===== src/rtl/parking_pkg.sv =====
// Shared types and helpers for the parking entry gate controller.
package parking_pkg;

    typedef enum logic [1:0] {
        IDLE,
        OPEN,
        PASS,
        LOCKED
    } gate_state_t;

    // Bits needed to hold every occupancy value from 0 up to capacity inclusive.
    function automatic int occ_width(input int capacity);
        return $clog2(capacity + 1);
    endfunction

endpackage


===== src/rtl/parking_gate_ctrl_if.sv =====
// Signal bundle between the keypad/sensor front end, the lane controller and the gate actuator.
interface parking_gate_ctrl_if #(
    parameter int PSWD_W   = 8,
    parameter int CAPACITY = 8
);
    localparam int OCC_W = parking_pkg::occ_width(CAPACITY);

    logic              fr_sens;
    logic              bk_sens;
    logic [PSWD_W-1:0] pswd;
    logic              pswd_vld;
    logic              car_exit;
    logic              gate;
    logic              grant;
    logic              deny;
    logic              alarm;
    logic              full;
    logic [OCC_W-1:0]  occupancy;

    modport master (
        output fr_sens, bk_sens, pswd, pswd_vld, car_exit,
        input  gate, grant, deny, alarm, full, occupancy
    );

    modport slave (
        input  fr_sens, bk_sens, pswd, pswd_vld, car_exit,
        output gate, grant, deny, alarm, full, occupancy
    );

endinterface


===== src/rtl/parking_gate_ctrl_occ_counter.sv =====
// Saturating occupancy counter; full is registered alongside the count so both move together.
module occ_counter
    import parking_pkg::*;
#(
    parameter int CAPACITY = 8,
    parameter int CNT_W    = occ_width(CAPACITY)
) (
    input  logic             clk,
    input  logic             rst_n,
    input  logic             inc,
    input  logic             dec,
    output logic [CNT_W-1:0] count,
    output logic             full
);

    logic [CNT_W-1:0] count_d;

    // An arrival and a departure in the same cycle cancel out.
    always_comb begin
        count_d = count;
        if (inc && !dec && count != CNT_W'(CAPACITY)) begin
            count_d = count + 1'b1;
        end else if (dec && !inc && count != '0) begin
            count_d = count - 1'b1;
        end
    end

    always_ff @(posedge clk or negedge rst_n) begin
        if (!rst_n) begin
            count <= '0;
            full  <= 1'b0;
        end else begin
            count <= count_d;
            full  <= (count_d == CNT_W'(CAPACITY));
        end
    end

endmodule


===== src/rtl/parking_gate_ctrl.sv =====
// Entry lane controller: password check, bounded gate opening, wrong-password lockout, occupancy.
module parking_gate_ctrl
    import parking_pkg::*;
#(
    parameter int PSWD_W      = 8,
    parameter int PSWD        = 194,
    parameter int MAX_TRIES   = 3,
    parameter int OPEN_CYCLES = 16,
    parameter int LOCK_CYCLES = 32,
    parameter int CAPACITY    = 8
) (
    input  logic                clk,
    input  logic                rst_n,
    parking_gate_ctrl_if.slave  bus
);

    localparam int TMR_MAX = (OPEN_CYCLES > LOCK_CYCLES) ? OPEN_CYCLES : LOCK_CYCLES;
    localparam int TMR_W   = $clog2(TMR_MAX);
    localparam int TRY_W   = $clog2(MAX_TRIES + 1);

    gate_state_t      state_q, state_d;
    logic [TMR_W-1:0] timer_q, timer_d;
    logic [TRY_W-1:0] tries_q, tries_d;
    logic             grant_d, deny_d, gate_d, alarm_d;
    logic             grant_q, deny_q, gate_q, alarm_q;
    logic             occ_inc;

    // Next-state logic; outputs are derived from the next state so they register cleanly.
    always_comb begin
        state_d = state_q;
        timer_d = timer_q;
        tries_d = tries_q;
        grant_d = 1'b0;
        deny_d  = 1'b0;
        case (state_q)
            IDLE: begin
                if (bus.pswd_vld && bus.fr_sens) begin
                    if (bus.full) begin
                        deny_d = 1'b1;
                    end else if (bus.pswd == PSWD_W'(PSWD)) begin
                        grant_d = 1'b1;
                        tries_d = '0;
                        timer_d = TMR_W'(OPEN_CYCLES - 1);
                        state_d = OPEN;
                    end else begin
                        deny_d = 1'b1;
                        if (tries_q == TRY_W'(MAX_TRIES - 1)) begin
                            tries_d = '0;
                            timer_d = TMR_W'(LOCK_CYCLES - 1);
                            state_d = LOCKED;
                        end else begin
                            tries_d = tries_q + 1'b1;
                        end
                    end
                end
            end
            OPEN: begin
                if (bus.bk_sens) begin
                    state_d = PASS;
                end else if (timer_q == '0) begin
                    state_d = IDLE;
                end else begin
                    timer_d = timer_q - 1'b1;
                end
            end
            PASS: begin
                if (!bus.bk_sens) begin
                    state_d = IDLE;
                end
            end
            LOCKED: begin
                if (timer_q == '0) begin
                    state_d = IDLE;
                end else begin
                    timer_d = timer_q - 1'b1;
                end
            end
            default: state_d = IDLE;
        endcase
        gate_d  = (state_d == OPEN) || (state_d == PASS);
        alarm_d = (state_d == LOCKED);
    end

    always_ff @(posedge clk or negedge rst_n) begin
        if (!rst_n) begin
            state_q <= IDLE;
            timer_q <= '0;
            tries_q <= '0;
            grant_q <= 1'b0;
            deny_q  <= 1'b0;
            gate_q  <= 1'b0;
            alarm_q <= 1'b0;
        end else begin
            state_q <= state_d;
            timer_q <= timer_d;
            tries_q <= tries_d;
            grant_q <= grant_d;
            deny_q  <= deny_d;
            gate_q  <= gate_d;
            alarm_q <= alarm_d;
        end
    end

    // A car counts as parked once it has cleared the back sensor.
    assign occ_inc = (state_q == PASS) && !bus.bk_sens;

    occ_counter #(
        .CAPACITY (CAPACITY)
    ) u_occ (
        .clk   (clk),
        .rst_n (rst_n),
        .inc   (occ_inc),
        .dec   (bus.car_exit),
        .count (bus.occupancy),
        .full  (bus.full)
    );

    assign bus.gate  = gate_q;
    assign bus.grant = grant_q;
    assign bus.deny  = deny_q;
    assign bus.alarm = alarm_q;

endmodule

===== src/flat_wrapper.sv =====
// flat-port wrapper written by rule: the top's interface ports become plain ports
module parking_gate_ctrl_flat import parking_pkg::*;
#(
    parameter int PSWD_W      = 8,
    parameter int PSWD        = 194,
    parameter int MAX_TRIES   = 3,
    parameter int OPEN_CYCLES = 16,
    parameter int LOCK_CYCLES = 32,
    parameter int CAPACITY    = 8
)
  (clk, rst_n, bus_fr_sens, bus_bk_sens, bus_pswd, bus_pswd_vld, bus_car_exit, bus_gate, bus_grant, bus_deny, bus_alarm, bus_full, bus_occupancy);
  parking_gate_ctrl_if #(.PSWD_W(PSWD_W), .CAPACITY(CAPACITY)) bus_i ();
  input  logic clk;
  input  logic rst_n;
  input wire logic [$bits(bus_i.fr_sens)-1:0] bus_fr_sens;
  input wire logic [$bits(bus_i.bk_sens)-1:0] bus_bk_sens;
  input wire logic [$bits(bus_i.pswd)-1:0] bus_pswd;
  input wire logic [$bits(bus_i.pswd_vld)-1:0] bus_pswd_vld;
  input wire logic [$bits(bus_i.car_exit)-1:0] bus_car_exit;
  output wire logic [$bits(bus_i.gate)-1:0] bus_gate;
  output wire logic [$bits(bus_i.grant)-1:0] bus_grant;
  output wire logic [$bits(bus_i.deny)-1:0] bus_deny;
  output wire logic [$bits(bus_i.alarm)-1:0] bus_alarm;
  output wire logic [$bits(bus_i.full)-1:0] bus_full;
  output wire logic [$bits(bus_i.occupancy)-1:0] bus_occupancy;
  assign bus_i.fr_sens = bus_fr_sens;
  assign bus_i.bk_sens = bus_bk_sens;
  assign bus_i.pswd = bus_pswd;
  assign bus_i.pswd_vld = bus_pswd_vld;
  assign bus_i.car_exit = bus_car_exit;
  assign bus_gate = bus_i.gate;
  assign bus_grant = bus_i.grant;
  assign bus_deny = bus_i.deny;
  assign bus_alarm = bus_i.alarm;
  assign bus_full = bus_i.full;
  assign bus_occupancy = bus_i.occupancy;
  parking_gate_ctrl #(.PSWD_W(PSWD_W), .PSWD(PSWD), .MAX_TRIES(MAX_TRIES), .OPEN_CYCLES(OPEN_CYCLES), .LOCK_CYCLES(LOCK_CYCLES), .CAPACITY(CAPACITY)) u_core (.clk(clk), .rst_n(rst_n), .bus(bus_i));
endmodule

===== config.mk =====
export PLATFORM = sky130hd
export DESIGN_NAME = parking_gate_ctrl_flat
export DESIGN_NICKNAME = d
export VERILOG_FILES = /design/src/rtl/parking_pkg.sv /design/src/rtl/parking_gate_ctrl_if.sv /design/src/rtl/parking_gate_ctrl_occ_counter.sv /design/src/rtl/parking_gate_ctrl.sv /design/src/flat_wrapper.sv
export SDC_FILE = /design/constraint.sdc
export NUM_CORES = 1
export LEC_CHECK = 0
export ABC_CLOCK_PERIOD_IN_PS = 2450
export BUFFER_PORTS_ARGS = -buffer_cell sky130_fd_sc_hd__buf_2
export CAP_MARGIN = 20
export CORE_ASPECT_RATIO = 1.2
export CORE_UTILIZATION = 53
export CTS_CLUSTER_DIAMETER = 30
export DETAILED_ROUTE_END_ITERATION = 8
export GPL_TIMING_DRIVEN = 0
export PLACE_DENSITY = 0.78
export SYNTH_ARGS = -nofsm -noshare
export SYNTH_HDL_FRONTEND = slang
export SYNTH_HIERARCHICAL = 1
export SYNTH_SLANG_ARGS = --single-unit

===== constraint.sdc =====
create_clock -name clk -period 2.45 [get_ports clk]
set_clock_uncertainty 0.2 [all_clocks]
set_input_delay 0.245 -clock clk [delete_from_list [all_inputs] [get_ports clk]]
set_output_delay 0.245 -clock clk [all_outputs]
set_load 0.03 [all_outputs]

==> impl_metrics.yaml, run 1 <==
setup_path:
  arrival_ns: 2.18
  worstSetupStartpointType: "flip-flop"
  worstSetupEndpointType: "flip-flop"
  r2r_slack_ns: 0.30
  ff2ff_path_depth: 6
  path_max_fanout: 6
  required_ns: 2.48
  slowest_stage: "dfrtp_1"
  crit_chain: "inv_1, ha_1, or3b_4, a22oi_4, mux2i_1, o221a_1"
  timing.rr.start: "u_core/u_occ/count[0]"
  cp_slowest_stage_delay_ns: 0.46
  timing_worst_setup_path_type: "reg2reg"
  r2r_end: "u_core/u_occ/full"
layout:
  fillers: 160
  final_area_sq_um: 1290
  n_antenna_cell: 0
  drive_gt1_share_pct: 34.6
  fin_util_pct: 68.1
  area_delta_synth_final_pct: 16.8
  nets: 149
  seq_area_sq_um: 450
  instances_no_fill: 149
  multi_input_area_sq_um: 598
placement:
  placed_area_sq_um: 1240
  dp_hpwl_mm: 1.53
  gp_congestion: 0.766
  io_buffers: 22
  placedCellCount: 144
worst_hold_path:
  min_path_type: "in2reg"
  worstHoldStart: "bus_pswd[7]"
  holdPathEnd: "u_core/bus.grant"
  worstHoldPathCells: 3
floorplan:
  boundaryPins: 23
  rows: 17
  dieWidth_microns: 43.7
  core_sq_um: 1890
  die_y_microns: 52.0
  initial_core_util_pct: 58.3
  die-area_sq_um: 2270
sta:
  finalCritPeriodShare_pct: 87.6
  fin_setup_tns_ns: 0
  setup_viol: 0
  tightest_slew_ns: 0.466
  hold_viol_final: 0
  rsz0062_at_grt: "no"
  slew_headroom_pct: 68.8
  finalMaxSlewViolations: 0
  fmax_ghz: 0.466
  fin_crit_ns: 2.15
synth:
  yosysTopAreaCell: "dfrtp_1"
  synth_top_area_share_pct: 40.8
  synth-seq-cells: 18
  avgSynthCellArea_sq_um: 10.7
  synth_nets: 121
  synthTopCellsByArea: "dfrtp_1 41%, ha_1 4.5%, nand2_1 3.1%"
  yosys_warnings: 6
  yosysMostFrequentCell: "dfrtp_1"
  seq_area_frac_synth_pct: 40.8
  synth_edf_count: 0
  syn_inst: 103
  synthDistinctLibCells: 50
  synth_ff_type: "dfrtp_1"
  synth-async-reset-ratio_pct: 100
  syn_area_sq_um: 1100
  synth_top_cells_by_count: "18 x dfrtp_1, 9 x nand2_1, 7 x inv_1"
job:
  max_cap_violations: 0
clock_network:
  post-cts-setup-buffers: 0
  cts_root_buf: "clkbuf_4"
  cts_buffer_depth: 2
  clk_pin_slew_worst_paths_ns: 0.10
  cts_tree: "done"
  h-tree-depth: 1
  cts.sinks: 18
  cts_made_buffers: 3
  clkLatencyLatePin_ns: 0.29
pwr:
  vdd_drop_max_mv: 0.672
  p_total_mw: 1.39
  power.leakage_nw: 0.603
  powerDensity_nw_per_um2: 1080
grt:
  overflow: 0
  gr-usage-all-layers_pct: 21.4
  antenna_found_initial: 0
  grt_pass1_wl_mm: 3.59
  grt_pass1_vias: 835
  grt_max_degree: 19
drt:
  drc_errors: 1
  routed_wl_mm: 2.06
  drt_iter0_markers: 19
  ant_nets: 0
  vias_per_cell: 6.11
  firstDrtPassIters: 6
  routedWlPerCell_microns: 13.8
  vias: 910
status:
  status: "complete, but fails checks"
  violations: "design-rule violations"
==> worst max path at each step <==
stage                           from           endpoint  cells past startpoint
3_3_place_gp       u_core/state_q[0]  u_core/u_occ/full                      6
6_report       u_core/u_occ/count[0]  u_core/u_occ/full                      6
5_1_grt        u_core/u_occ/count[0]  u_core/u_occ/full                      6
2_1_floorplan  u_core/u_occ/count[0]  u_core/u_occ/full                      6
4_1_cts            u_core/state_q[0]  u_core/u_occ/full                      6
3_5_place_dp       u_core/state_q[0]  u_core/u_occ/full                      6
==> worst max-delay path: cells and delay by family, from the launching register on <==
kind,cells,cell delay (ns)
AO/OA/AOI/OAI,2,0.37
AND/OR/NAND/NOR,1,0.43
buffers and inverters,1,0.13
flip-flops,1,0.46
adder cells (fa/ha/maj),1,0.27
multiplexers,1,0.24
==> stage by stage <==
step / setup slack, ns / hold WS (ns)
after floorplan: 0.384 / -0.251
after global placement: 0.120 / -0.00876
after detailed placement: 0.101 / -0.00404
after CTS: 0.0687 / 0.0955
after global routing: 0.195 / 0.115
final: 0.303 / 0.112
==> kinds of logic after synthesis <==
logic type	Yosys count	share of synthesized area [%]
AO/OA/AOI/OAI	23	17.8
XOR/XNOR	2	1.59
AND/OR/NAND/NOR	43	26.5
adder cells (fa/ha/maj)	4	4.54
flip-flops	18	40.8
multiplexers	3	3.29
buffers and inverters	10	5.44
==> layout by cell type (no fill, tap or decap), types with 2 or more instances in the layout <==
cell type,n
o21ai_0,2
nand3_1,2
a21oi_1,5
nand2_1,9
o31ai_1,2
nor4b_1,2
inv_1,7
clkbuf_4,3
nor2_1,4
ha_1,4
nand2b_1,2
nor3_1,2
nand4b_1,3
buf_6,3
nand3b_1,2
buf_2,22
dfrtp_1,18
==> state kept, by name, indices dropped and copies added (netlist names) <==
name                count
u_core/timer_q          5
u_core/u_occ/count      4
u_core/state_q          2
u_core/tries_q          2
u_core/bus.alarm        1
u_core/bus.deny         1
u_core/bus.gate         1
u_core/bus.grant        1
u_core/u_occ/full       1
==> metal layers <==
metal | GRT usage [%] | wire [microns]
met5 | 0 | 0
met4 | 10.4 | 19
met3 | 3.13 | 68
met2 | 38.3 | 1080
met1 | 24.5 | 886
==> repair_timing <==
| action | 4_1_cts | 5_1_grt |
|---|---|---|
| endpoints found under the setup margin | 0 | 2 |
| hold buffers | 1 | 0 |
| hold endpoints to repair | 18 | 0 |
| gates resized for setup | 0 | 1 |
==> final cells by class <==
| cell class | instances | share of cell area, % |
|---|---|---|
| repair buffers | 23 | 9.32 |
| multi-input cells | 75 | 46.4 |
| flip-flops and latches | 18 | 35.0 |
| well taps | 19 | 1.84 |
| clock buffers | 4 | 2.82 |
| inverters | 7 | 2.04 |
| plain buffers | 3 | 2.62 |
==> power by group <==
part	internal (mW)	switching, mW	total (mW)
clock network	0.0904	0.0888	0.179
logic	0.301	0.377	0.678
registers	0.410	0.125	0.535
total	0.802	0.591	1.39
No activity file was read; power rests on OpenSTA's default activity.
==> run 2: changes to the inputs <==
Settings changed: PLACE_DENSITY 0.78 to not set, PLACE_DENSITY_LB_ADDON set to 0.15.
==> impl_metrics.yaml, run 2 (same netlist as run 1, synthesis figures left out) <==
setup_path:
  cp_slowest_stage_delay_ns: 0.46
  r2r_end: "u_core/u_occ/full"
  timing.rr.start: "u_core/u_occ/count[0]"
  ff2ff_path_depth: 6
  critPathBufInv: 1
  worstSetupStartpointType: "flip-flop"
  path_max_fanout: 6
  slowest_stage: "dfrtp_1"
  worstSetupEndpointType: "flip-flop"
  r2r_slack_ns: 0.31
  crit_chain: "inv_1, ha_1, or3b_4, a22oi_4, mux2i_1, o221a_1"
  required_ns: 2.48
  arrival_ns: 2.17
  timing_worst_setup_path_type: "reg2reg"
  path_delay_family: "flip-flops"
sta:
  hold_viol_final: 0
  fin_setup_tns_ns: 0
  hold_ws_ns: 0.107
  finalMaxSlewViolations: 0
  slew_headroom_pct: 68.7
  finalCritPeriodShare_pct: 87.2
  tightest_slew_ns: 0.467
  fmax_ghz: 0.468
  fin_crit_ns: 2.14
  setup_viol: 0
  rsz0062_at_grt: "no"
  finalWorstSetupSlack_ns: 0.312
layout:
  fin_util_pct: 68.1
  layout_common_cells: "22 x buf_2, 18 x dfrtp_1, 9 x nand2_1"
  multi_input_area_sq_um: 598
  drive_gt1_share_pct: 34.6
  largest_register_ffs: 5
  seq_area_sq_um: 450
  nets: 149
  area_delta_synth_final_pct: 16.8
  n_antenna_cell: 0
  reg_top3: "u_core/timer_q (5), u_core/u_occ/count (4)"
  final_area_sq_um: 1290
  final_common_cell: "buf_2"
  instances_no_fill: 149
  fillers: 154
  regMostFlops: "u_core/timer_q"
clock_network:
  h-tree-depth: 1
  cts_buffer_depth: 2
  cts_root_buf: "clkbuf_4"
  cts_tree: "done"
  clk_pin_slew_worst_paths_ns: 0.10
  clkLatencyLatePin_ns: 0.29
  cts.sinks: 18
  cts_made_buffers: 3
status:
  violations: "design-rule violations"
  status: "complete, but fails checks"
grt:
  grt_pass1_vias: 861
  grt_max_degree: 19
  antenna_found_initial: 0
  grt_pass1_wl_mm: 3.56
  overflow: 0
  gr-usage-all-layers_pct: 21.5
job:
  max_cap_violations: 0
floorplan:
  rows: 17
  die_y_microns: 52.0
  core_sq_um: 1890
  die-area_sq_um: 2270
  initial_core_util_pct: 58.3
  dieWidth_microns: 43.7
  boundaryPins: 23
worst_hold_path:
  holdPathEnd: "u_core/bus.grant"
  worstHoldPathCells: 3
  worstHoldStart: "bus_pswd[7]"
  min_path_type: "in2reg"
placement:
  io_buffers: 22
  placed_area_sq_um: 1240
  dp_hpwl_mm: 1.58
  gp_congestion: 0.804
  dp_slack_ns: 0.0618
  placedCellCount: 144
drt:
  ant_nets: 0
  drt_iter0_markers: 20
  routed_wl_mm: 2.04
  vias: 921
  vias_per_cell: 6.18
  routedWlPerCell_microns: 13.7
  firstDrtPassIters: 6
  drc_errors: 2
pwr:
  power.leakage_nw: 0.603
  vdd_drop_max_mv: 0.831
  powerDensity_nw_per_um2: 1080
  p_total_mw: 1.39
-- run 2: worst max path at each step --
| stage | start | end | slack, ns | cells after the start |
|---|---|---|---|---|
| 6_report | u_core/u_occ/count[0] | u_core/u_occ/full | 0.31 | 6 |
| 5_1_grt | u_core/u_occ/count[0] | u_core/u_occ/full | 0.22 | 6 |
| 4_1_cts | u_core/state_q[0] | u_core/u_occ/full | 0.04 | 6 |
| 3_5_place_dp | u_core/state_q[0] | u_core/u_occ/full | 0.06 | 6 |
| 3_3_place_gp | u_core/state_q[0] | u_core/u_occ/full | 0.13 | 6 |
| 2_1_floorplan | u_core/u_occ/count[0] | u_core/u_occ/full | 0.38 | 6 |
-- run 2: worst min-delay path: cells and delay by family --
family | cells | cell delay, ns
buf+inv | 1 | 0.10
simple gates | 2 | 0.20
-- run 2: what timing repair did --
item,CTS,global route
hold buffers,1,0
gates resized for setup,0,1
endpoints found under the hold margin,18,0
endpoints found under the setup margin,0,2
buffers inserted,0,0
-- run 2: layer usage --
layer	wire [microns]	GRT usage, %	share of wire [%]	vias up
met1	799	22.8	39	451
met4	53	12.0	2.6	0
met3	76	3.47	3.7	6
met2	1110	39.6	54	26
li1	-	-	-	438
met5	0	0	0	-
-- run 2: report_power, final --
group	leakage [nW]	total, mW	switching (mW)	internal, mW
registers	0.219	0.537	0.127	0.410
logic	0.363	0.676	0.374	0.302
clock network	0.0210	0.178	0.0876	0.0905
total	0.603	1.39	0.589	0.803
-- run 2: cell type report --
cell class,count,share of cell area (%)
multi-input cells,75,46.4
flip-flops and latches,18,35.0
repair buffers,23,9.32
clock buffers,4,2.82
plain buffers,3,2.62
inverters,7,2.04
well taps,19,1.84
